--- config.mk ---
export PLATFORM = sky130hd
export DESIGN_NAME = demux32_buf
export DESIGN_NICKNAME = d
export VERILOG_FILES = /design/src/rtl/demux32_buf.sv
export SDC_FILE = /design/constraint.sdc
export NUM_CORES = 1
export LEC_CHECK = 0
export ABC_AREA = 1
export CAP_MARGIN = 40
export CORE_ASPECT_RATIO = 0.75
export CORE_MARGIN = 3
export CORE_UTILIZATION = 51
export CTS_CLUSTER_DIAMETER = 80
export DETAILED_ROUTE_END_ITERATION = 8
export PLACE_DENSITY = 0.8
export SKIP_CTS_REPAIR_TIMING = 1
export SLEW_MARGIN = 20
export SYNTH_ARGS = -nofsm -noshare
export SYNTH_HDL_FRONTEND = slang
export SYNTH_SLANG_ARGS = --single-unit
--- constraint.sdc ---
create_clock -name clk -period 2.6 [get_ports clk]
set_input_delay 0.39 -clock clk [delete_from_list [all_inputs] [get_ports clk]]
set_output_delay 0.39 -clock clk [all_outputs]
set_load 0.1 [all_outputs]
--- src/rtl/demux32_buf.sv ---
// demux32_buf: buffered 1-to-2 word demultiplexer.
//
// Each accepted input word goes to channel in_sel. Every channel has its own
// FIFO with a valid/ready handshake, so a stalled consumer on one channel never
// blocks words bound for the other.
//
// Ports
//   clk, rst_n             clock, synchronous active-low reset
//   in_data/in_sel         word offered by the producer and its destination
//   in_valid/in_ready      producer handshake (in_ready is combinational)
//   outN_data/outN_valid   channel N head word (zero when empty) and non-empty flag
//   outN_ready             channel N consumer takes the head this cycle
//   count0/count1          registered channel occupancy, 0..DEPTH
//
// demux32_buf_fifo: one per-channel FIFO, instantiated once per channel.
//   push/wdata   write request (ignored when full)
//   pop          read request (ignored when empty)
//   rdata        head word, zero-gated when empty
//   valid/full   status flags derived from the occupancy count
//   count        registered occupancy

module demux32_buf_fifo #(
  parameter int WIDTH = 32,
  parameter int DEPTH = 2
) (
  input  logic                     clk,
  input  logic                     rst_n,
  input  logic                     push,
  input  logic [WIDTH-1:0]         wdata,
  input  logic                     pop,
  output logic [WIDTH-1:0]         rdata,
  output logic                     valid,
  output logic                     full,
  output logic [$clog2(DEPTH):0]   count
);
  localparam int AW = $clog2(DEPTH);
  localparam int CW = AW + 1;

  logic [WIDTH-1:0] mem [DEPTH];
  logic [AW-1:0]    wptr, rptr;
  logic [CW-1:0]    cnt;
  logic             push_ok, pop_ok;

  assign full  = (cnt == CW'(DEPTH));
  assign valid = (cnt != '0);
  assign count = cnt;

  // Guard locally as well, so the FIFO never over/underflows on its own.
  assign push_ok = push && !full;
  assign pop_ok  = pop && valid;

  // Zero-gate the head so an empty channel presents a clean bus.
  assign rdata = valid ? mem[rptr] : '0;

  // Pointers wrap naturally: DEPTH is a power of two.
  always_ff @(posedge clk) begin
    if (!rst_n) begin
      wptr <= '0;
      rptr <= '0;
      cnt  <= '0;
    end else begin
      if (push_ok) wptr <= wptr + 1'b1;
      if (pop_ok)  rptr <= rptr + 1'b1;
      case ({push_ok, pop_ok})
        2'b10:   cnt <= cnt + 1'b1;
        2'b01:   cnt <= cnt - 1'b1;
        default: cnt <= cnt;
      endcase
    end
  end

  // Storage carries no reset; a push in a reset cycle is still dropped so the
  // array never holds a word the pointers do not account for.
  always_ff @(posedge clk) begin
    if (rst_n && push_ok) mem[wptr] <= wdata;
  end
endmodule

module demux32_buf #(
  parameter int WIDTH = 32,
  parameter int DEPTH = 2
) (
  input  logic                     clk,
  input  logic                     rst_n,
  input  logic [WIDTH-1:0]         in_data,
  input  logic                     in_sel,
  input  logic                     in_valid,
  output logic                     in_ready,
  output logic [WIDTH-1:0]         out0_data,
  output logic                     out0_valid,
  input  logic                     out0_ready,
  output logic [WIDTH-1:0]         out1_data,
  output logic                     out1_valid,
  input  logic                     out1_ready,
  output logic [$clog2(DEPTH):0]   count0,
  output logic [$clog2(DEPTH):0]   count1
);
  localparam int NUM_CH = 2;
  localparam int CW     = $clog2(DEPTH) + 1;

  typedef struct packed {
    logic             sel;
    logic [WIDTH-1:0] data;
  } req_t;

  req_t                          req;
  logic [NUM_CH-1:0]             ch_push, ch_pop, ch_valid, ch_full, ch_rdy;
  logic [NUM_CH-1:0][WIDTH-1:0]  ch_data;
  logic [NUM_CH-1:0][CW-1:0]     ch_count;

  assign req    = '{sel: in_sel, data: in_data};
  assign ch_rdy = {out1_ready, out0_ready};

  // No bypass: a full channel refuses input even if it pops this cycle.
  // Depends only on in_sel and the registered full flags.
  assign in_ready = !ch_full[req.sel];

  for (genvar g = 0; g < NUM_CH; g++) begin : g_ch
    assign ch_push[g] = in_valid && in_ready && (req.sel == 1'(g));
    assign ch_pop[g]  = ch_valid[g] && ch_rdy[g];

    demux32_buf_fifo #(
      .WIDTH (WIDTH),
      .DEPTH (DEPTH)
    ) u_fifo (
      .clk   (clk),
      .rst_n (rst_n),
      .push  (ch_push[g]),
      .wdata (req.data),
      .pop   (ch_pop[g]),
      .rdata (ch_data[g]),
      .valid (ch_valid[g]),
      .full  (ch_full[g]),
      .count (ch_count[g])
    );
  end

  assign out0_data  = ch_data[0];
  assign out0_valid = ch_valid[0];
  assign count0     = ch_count[0];
  assign out1_data  = ch_data[1];
  assign out1_valid = ch_valid[1];
  assign count1     = ch_count[1];
endmodule

== Word-level counts from Yosys, hierarchy flattened ==
Memory sizes are Yosys's and may differ from the RTL's. A register that Yosys moved wholly into a read port is not among the register bits.
Index checks and enable logic that the tools add are counted.

* Register bits: 8
* Bits in writable memories: 128
* Output and inout bits: 71
* Memories: 2

{| class="wikitable"
|+ Memory list
! memory !! depth !! bits a word !! rd ports !! clocked after Yosys merged registers in !! write ports !! RTL line !! RTL
|-
| g_ch[0].u_fifo.mem || 2 || 32 || 1 || 1 || 1 || 39 || <nowiki>logic [WIDTH-1:0] mem [DEPTH];</nowiki>
|-
| g_ch[1].u_fifo.mem || 2 || 32 || 1 || 1 || 1 || 39 ||
|}

* Add/sub/neg operators: 8
* Magnitude comparators: 1
* Equality and inequality tests: 6
* Mux-type cells: 14
* Bitwise operators: 1
* Reductions and logical operators: 18

{| class="wikitable"
|+ Operators with widths
! cell !! count
|-
| $mux W32 || 2
|-
| $logic_and A1 B1 Y1 || 11
|-
| $mux W1 || 10
|-
| $eq A2 B2 Y1 const B || 4
|-
| $pmux W2 S2 || 2
|-
| $reduce_bool A2 Y1 || 4
|-
| $add A1 B1 Y1 const B || 4
|-
| $add A2 B1 Y2 const B || 2
|-
| $eq A2 B1 Y1 const B || 2
|-
| $sub A2 B1 Y2 const B || 2
|-
| $logic_not A1 Y1 || 3
|-
| $lt A1 B2 Y1 const B || 1
|-
| $not A1 Y1 || 1
|}

== Depth between registers and ports, before layout ==
* Word-level depth: 10
* Depth in mapped cells: 9
* Depth with buffers taken out: 9

== Cells and area by module ==
A second synthesis with hierarchy kept.

* Cells, all modules: 433
* Area, all modules: 5,363.9 um^2

{| class="wikitable"
|+ By module, submodules not included
! module !! instances !! cells each !! area an instance (um^2) !! sequential area each (um^2)
|-
| demux32_buf_fifo || 2 || 210 || 2,655.0 || 2,021.9
|-
| demux32_buf || 1 || 13 || 53.8 || 0.0
|}

== Worst setup path before layout ==
No wires, ideal clock.

* Kind: reg2out
* Start: register g_ch[1].u_fifo.cnt[1]
* End: output port out1_data[11]
* Arrival time: 2.860 ns
* Data required time: 2.210 ns
* Slack: -0.650 ns
* Stages on the path, launching flop included: 4
* Buffers on the path: 1
* Cells stage by stage: dfxtp_1 > nor2_2 > buf_2 > a21oi_1

* Word-level cells in the longest chain between the ends: 2

{| class="wikitable"
|+ Ends and longest elaborated chain
! what !! RTL line !! RTL
|-
| from (decl) || 41 || <nowiki>logic [CW-1:0] cnt;</nowiki>
|-
| from (signal assigned) || 65 || <nowiki>2'b10: cnt <= cnt + 1'b1;</nowiki>
|-
| from (signal assigned) || 66 || <nowiki>2'b01: cnt <= cnt - 1'b1;</nowiki>
|-
| from (signal assigned) || 67 || <nowiki>default: cnt <= cnt;</nowiki>
|-
| $reduce_bool A2 Y1 || 45 || <nowiki>assign valid = (cnt != '0);</nowiki>
|-
| $mux W32 || 53 || <nowiki>assign rdata = valid ? mem[rptr] : '0;</nowiki>
|-
| to (decl) || 92 || <nowiki>output logic [WIDTH-1:0] out1_data,</nowiki>
|}

No other way between the ends.

==> flow_summary.toml <==
[detailed_routing]
drtPass1Iterations = 5
vias_per_cell = 5.65
initialDrtViolationCount = 366
num_vias = 3874
drc_errors = 0
wirelength_um = 14200
post_drt_wl_per_cell_um = 20.7
ant_nets = 0

[power]
leakage_nw = 2.92
max-vdd-ir-drop_mv = 0.834
power.density_nw_per_um2 = 1010

[timing]
hold_viol_final = 0
fin_setup_tns_ps = 0
timing.fmax_ghz = 0.421
fin_skew_ps = 7.66
fin_ws_ps = 224
setup_violations = 0
drv_slew = 0
slew_headroom_pct = 56.2
rsz0062_at_grt = "false"
period_share_pct = 91.4
tightestPinTransition_ps = 655
period_needed_ps = 2380

[layout]
layoutNonFillerInstCount = 686
drive_gt1_share_pct = 27.3
diodes = 0
area_growth_pct = 53.1
final_util_pct = 82.1
n_fill_cell = 470
layout_commonest_cell = "nand2_1"
mostFrequentLayoutCells = "nand2_1 (146), edfxtp_1 (128), buf_12 (69)"
nets = 582
fin_area_um2 = 8120

[setup_path]
cp_cell_sequence = "inv_1 > buf_4 > nand2_1 > a21oi_1 > buf_12"
arrival_ps = 1990
crit_path_max_fanout = 14
max_stage_delay_ps = 360
worst_path_max_delay_cell = "inv_1"
critPathLaunchType = "flip-flop"
crit_required_ps = 2210
crit_type = "reg -> out"
cp-end-kind = "output port"
reg2reg_depth = 8

[cts]
htreeDepth = 4
clk_pin_slew_worst_paths_ps = 60
cts_tree = "done"
ctsLongestPathBuffers = 2
cts_inserted_buffers = 17
clock_latency_ps = 410
root_buffer = "clkbuf_16"
clock_sinks = 138

[global_routing]
grt_max_degree = 33
grt_use_total_pct = 25.6
grt_pass1_vias = 4028
grt_pass1_wl_um = 21800
overflow = 0
antenna_found_initial = 0

[die]
fp.dieW_um = 124
initial_core_util_pct = 53.6
die_y_um = 94.3
core.rowCount = 31
dieArea_um2 = 11700
core-area_um2 = 9890
io_pins = 109

[synthesis]
synth_area_um2 = 5300
ys_seq_area_share_pct = 76.3
yosysWarnings = 0
synth_largest_area_cell = "edfxtp_1"
ys_seq_elements = 138
yosys.area.top_type_share_pct = 72.5
yosysUniqueCellTypes = 15
netlist_instances = 423
synth_area_leaders = "edfxtp_1 (72%), nand2_1 (10%), a21oi_1 (6.2%)"
synth_nets = 463
syn_avg_cell_area_um2 = 12.5

[placed_design]
place_congestion = 0.749
io_buffers = 108
dpl-instance-area_um2 = 7560
place_ws_ps = 351
dp_cells = 655
hpwl_um = 8670

[worst_hold_path]
hold_path_class = "reg -> reg"
hold_depth = 2

[outcome]
status = "complete, no violations"

[job]
max-cap-violations = 0
==> layer usage <==
metal / global-route usage (%) / routed length [µm] / vias to the layer above
li1: - / - / 1707
met1: 33.7 / 5540 / 1914
met2: 40.7 / 7040 / 224
met3: 7.89 / 1360 / 29
met4: 8.85 / 255 / 0
met5: 0 / 0 / -
==> cell type report <==
cell class / count / area [µm²] / area share (%)
flip-flops and latches: 138 / 4040 / 49.8
repair buffers: 121 / 1860 / 23.0
multi-input cells: 248 / 1430 / 17.6
clock buffers: 18 / 429 / 5.29
well taps: 132 / 165 / 2.03
clock inverters: 13 / 129 / 1.59
inverters: 16 / 60.1 / 0.740
==> through the flow <==
step	power, mW	hold WS [ps]
3_3_place_gp	5.90	474
2_1_floorplan	4.77	460
3_5_place_dp	5.95	490
4_1_cts	8.23	517
5_1_grt	8.43	546
6_report	8.21	522
==> state kept, by name, summed over array words and instances (netlist names), named ones only <==
signal / count
g_ch.u_fifo.wptr: 2
g_ch.u_fifo.rptr: 2
g_ch.u_fifo.mem: 128
g_ch.u_fifo.count: 4
==> cells by family (layout without fill, tap and decap cells) <==
group,after synthesis,count (layout),share of synthesized area [%]
AND/OR/NAND/NOR,177,177,12.9
AO/OA/AOI/OAI,69,69,6.54
flip-flops,138,138,76.3
adder cells (fa/ha/maj),2,2,0.472
buffers and inverters,37,168,3.82
==> Yosys cell counts <==
cell	instances
nand2_1	146
edfxtp_1	128
a21oi_1	66
nor2_1	21
buf_2	15
inv_1	14
dfxtp_1	10
buf_6	6
nand3_1	4
nand4_1	4
ha_1	2
inv_2	2
nor2_2	2
o21ai_0	2
a31oi_1	1
==> power by group <==
group          leakage [nW]  total [mW]  switching, mW  internal, mW
logic                  1.41        3.37           2.36          1.01
registers              1.24        2.56         0.0455          2.51
clock network         0.271        2.28          0.886          1.40
==> path summary, 6_finish.rpt <==
check | start | endpoint | slack, ps
worst min-delay path | g_ch[1].u_fifo.wptr$_SDFFE_PN0N_ | g_ch[1].u_fifo.wptr$_SDFFE_PN0N_ | 520
worst max register to register | g_ch[0].u_fifo.count[1]$_SDFFE_PN0P_ | g_ch[0].u_fifo.count[1]$_SDFFE_PN0P_ | 560
worst min register to register | g_ch[1].u_fifo.wptr$_SDFFE_PN0N_ | g_ch[1].u_fifo.wptr$_SDFFE_PN0N_ | 520
worst max-delay path | flip-flop | out0_data[8] | 220
==> worst max-delay path: cells and delay by family (launching register included) <==
kind	cells	cell delay, ps
compound gates	1	330
flops	1	310
buf+inv	3	870
simple gates	1	80
No activity file was read; power rests on OpenSTA's default activity.
